## src/rtl/pipe_reg_elastic.sv

```systemverilog
// Elastic pipeline register chain: DEPTH valid/ready stages carrying a WIDTH-bit payload.
// Empty stages keep accepting while the output stalls, and flush squashes everything in flight.
module pipe_reg_elastic #(
  parameter int unsigned      WIDTH     = 64,
  parameter int unsigned      DEPTH     = 1,
  parameter logic [WIDTH-1:0] RESET_VAL = '0
) (
  input  logic                       clk,
  input  logic                       reset,
  input  logic [WIDTH-1:0]           in_data,
  input  logic                       in_valid,
  output logic                       in_ready,
  output logic [WIDTH-1:0]           out_data,
  output logic                       out_valid,
  input  logic                       out_ready,
  input  logic                       flush,
  output logic [$clog2(DEPTH+1)-1:0] count
);

  localparam int unsigned CW = $clog2(DEPTH+1);

  logic [WIDTH-1:0] data_q [DEPTH];
  logic [DEPTH-1:0] v_q;
  logic [DEPTH-1:0] adv;

  // A stage may advance when downstream drains or any stage from it to the output is empty.
  // Written as a reduction over the tail rather than a bit-to-bit chain on one vector.
  for (genvar g = 0; g < DEPTH; g++) begin : g_adv
    assign adv[g] = out_ready | ~(&v_q[DEPTH-1:g]);
  end

  always_ff @(posedge clk) begin
    if (reset) begin
      v_q <= '0;
      for (int i = 0; i < DEPTH; i++) begin
        data_q[i] <= RESET_VAL;
      end
    end else if (flush) begin
      v_q <= '0;
    end else begin
      // Data loads regardless of incoming valid, keeping invalid stages deterministic.
      if (adv[0]) begin
        data_q[0] <= in_data;
        v_q[0]    <= in_valid;
      end
      for (int i = 1; i < DEPTH; i++) begin
        if (adv[i]) begin
          data_q[i] <= data_q[i-1];
          v_q[i]    <= v_q[i-1];
        end
      end
    end
  end

  always_comb begin
    count = '0;
    for (int i = 0; i < DEPTH; i++) begin
      count = count + CW'(v_q[i]);
    end
  end

  assign in_ready  = adv[0] & ~flush;
  assign out_valid = v_q[DEPTH-1];
  assign out_data  = data_q[DEPTH-1];

endmodule

```

## config.mk

```make
export PLATFORM = sky130hd
export DESIGN_NAME = pipe_reg_elastic
export DESIGN_NICKNAME = d
export VERILOG_FILES = /design/src/rtl/pipe_reg_elastic.sv
export SDC_FILE = /design/constraint.sdc
export NUM_CORES = 1
export LEC_CHECK = 0
export ABC_AREA = 1
export BUFFER_PORTS_ARGS = -buffer_cell sky130_fd_sc_hd__buf_2
export CAP_MARGIN = 30
export CORE_MARGIN = 4
export CORE_UTILIZATION = 35
export CTS_CLUSTER_DIAMETER = 100
export DETAILED_ROUTE_END_ITERATION = 8
export HOLD_SLACK_MARGIN = 0.02
export SLEW_MARGIN = 0
export SYNTH_ARGS = -nofsm -noshare
export SYNTH_HDL_FRONTEND = slang
export SYNTH_SLANG_ARGS = --single-unit
```

## constraint.sdc

```tcl
create_clock -name clk -period 4.66 [get_ports clk]
set_input_delay 0.932 -clock clk [delete_from_list [all_inputs] [get_ports clk]]
set_output_delay 0.932 -clock clk [all_outputs]
set_load 0.005 [all_outputs]
```

==> results_dict.tcl <==
set metrics [dict create \
    drv_cap 0 \
    min_to "out_valid" \
    wl_per_cell_um 11.2 \
    syn_area_um2 2580 \
    min_period_ns 2.36 \
    ys_warn_count 0 \
    ys_ff_latch 65 \
    cts_made_buffers 9 \
    fp.dieH_um 93.8 \
    fin_crit_sh_pct 50.7 \
    path_max_fanout 3 \
    hpwl_um 3650 \
    layout.nets 421 \
    powerDensity_nw_per_um2 349 \
    post-place-ws_ns 1.98 \
    hp-class "reg2reg" \
    root_buffer "clkbuf_8" \
    diodes 0 \
    ir_drop_mv 0.141 \
    hold_viol 0 \
    crit_type "in2out" \
    portBuffers 135 \
    area_delta_synth_final_pct 34.7 \
    cp.required_ns 3.73 \
    fin_tns_setup_ns 0 \
    rows 31 \
    timing.rr.end "data_q[0][41]" \
    cts_setup_buffers 0 \
    ant_nets 0 \
    avgSynthCellArea_um2 12.2 \
    rr_startpoint "out_valid" \
    finClkSkew_ns 0.00844 \
    clk_latency_ns 0.34 \
    clk_pin_slew_ns 0.06 \
    outcome "completed" \
    drt_pass1_iterations 5 \
    core-area_um2 7210 \
    worstHoldStart "out_valid" \
    synth_top_area_share_pct 74.5 \
    htree_num_levels 3 \
    rsz0062_at_grt "no" \
    fin_ws_ns 2.30 \
    fillers 704 \
    synth_cell_type_count 11 \
    antenna_found_initial 0 \
    ios 136 \
    drtIter0Drc 50 \
    gp_congestion 0.684 \
    crit_path_end_kind "output port" \
    slew_viol_final 0 \
    drc_errors 0 \
    ys_seq_area_share_pct 75.3 \
    track_usage_pct 11.6 \
    cts_resized 0 \
    clkSinkCount 65 \
    crit_start "out_ready" \
    setup_viol 0 \
    tightestPinTransition_ns 0.681 \
    hold_depth 2 \
    clockBufferDepth 2 \
    start_util_pct 35.7 \
    start_kind "primary input" \
    worstRegToRegCells 4 \
    vias_per_cell 3.93 \
    max_freq_ghz 0.423 \
    num_vias 1790 \
    drt_wl_total_um 5090 \
    grt_pass1_wl_um 7610 \
    grt_max_degree 65 \
    yosys.area.top_type "edfxtp_1" \
    crit_chain "buf_2 -> inv_1 -> nand2_4 -> nand2_1 -> inv_1 -> buf_2" \
    grt_overflow 0 \
    relSlewSlack_pct 54.6 \
    cts_tree "built" \
    cp_slowest_cell "buf_2" \
    die_w_um 93.8 \
    slowest_delay_ns 0.12 \
    arrival_ns 1.43 \
    regToRegSetupSlack_ns 2.74 \
    path_delay_family "buffers and inverters" \
    first_global_vias 1716 \
    critPathBufInv 4 \
    ys_top_cells_by_area "edfxtp_1 75%, inv_1 10%, nor2_1 8.6%, buf_6 2.6%, nor2_2 1.2%" \
    cts_hold_buf 0 \
    syn_nets 281 \
    die_area_um2 8810 \
    leakage_uw 0.00191 \
    synth_cells 212 \
    drive_above_1_share_pct 44.3 \
]
==> stage by stage <==
| stage | cell area (um^2) | hold WS, ns | std cells | total power [uW] | utilization (%) |
|---|---|---|---|---|---|
| after floorplan | 2580 | 0.521 | 212 | 764 | - |
| after CTS | 3470 | 0.545 | 456 | 1230 | 48.2 |
| after detailed placement | 3310 | 0.534 | 440 | 839 | 45.9 |
| after global placement | 3310 | 0.528 | 440 | 837 | 45.9 |
| after global routing | 3470 | 0.564 | 456 | 1280 | 48.2 |
| final | 3470 | 0.540 | 456 | 1210 | 48.2 |
==> placed cells by master (no fill, tap or decap), drive strengths merged <==
cell type	count
nor2	65
clkinvlp	1
edfxtp	64
clkinv	6
clkbuf	9
a21oi	1
buf	136
dfxtp	1
inv	69
nand2	5
==> flip-flops by register name, indices dropped and copies added, names as in the netlist <==
signal and flops:
data_q 64, out_valid 1
==> area by class of cell <==
cell class	count	area, um^2	area share (%)
Timing Repair Buffer	136	683	19.7
Inverter	69	259	7.45
Clock inverter	7	37.5	1.08
Clock buffer	9	124	3.57
Multi-Input combinational cell	71	305	8.79
Sequential cell	65	1940	55.9
Tap cell	99	124	3.57
==> worst register-to-register path: stages (launching register included) <==
cell and delay, ns:
dfxtp_1 0.35, nand2_4 0.10, nand2_1 0.08, nand2_2 0.51
buf_4 0.52
==> cells in the mapped netlist <==
| cell type | count |
|---|---|
| inv_1 | 69 |
| dfxtp_1 | 1 |
| a21oi_1 | 1 |
| edfxtp_1 | 64 |
| nor2_1 | 59 |
| nand2_1 | 3 |
| nor2_2 | 5 |
| buf_6 | 6 |
| nor2_4 | 1 |
| buf_4 | 1 |
| nand2_4 | 2 |
==> layer usage <==
| metal | vias to the layer above | track usage (%) | part of all wire (%) |
|---|---|---|---|
| met2 | 88 | 18.9 | 48 |
| li1 | 910 | - | - |
| met4 | 0 | 5.78 | 2.0 |
| met5 | - | 0 | 0 |
| met1 | 783 | 12.0 | 37 |
| met3 | 9 | 6.17 | 12 |
==> cell families (layout without fill, tap and decap cells) <==
group                  count (synthesis)  after routing  share of synthesized area [%]
buffers and inverters                 76            221                           13.0
and+or+nand+nor                       70             70                           11.5
DFF                                   65             65                           75.3
AOI/OAI and AO/OA                      1              1                          0.194
==> power breakdown <==
part | internal (uW) | leakage (uW) | switching (uW) | total, uW
Clock | 186 | 0.0000815 | 206 | 392
Combinational | 57.8 | 0.00112 | 64.8 | 123
Sequential | 689 | 0.000709 | 10.3 | 699
==> how the worst max path moves through the flow <==
stage,endpoint,slack (ns),cells after the start
2_1_floorplan,data_q[0][0],1.75,4
3_3_place_gp,data_q[0][9],2.02,6
3_5_place_dp,data_q[0][51],1.98,6
4_1_cts,in_ready,2.29,6
5_1_grt,data_q[0][38],2.25,6
6_report,in_ready,2.30,6
No activity file was read; power rests on OpenSTA's default activity.
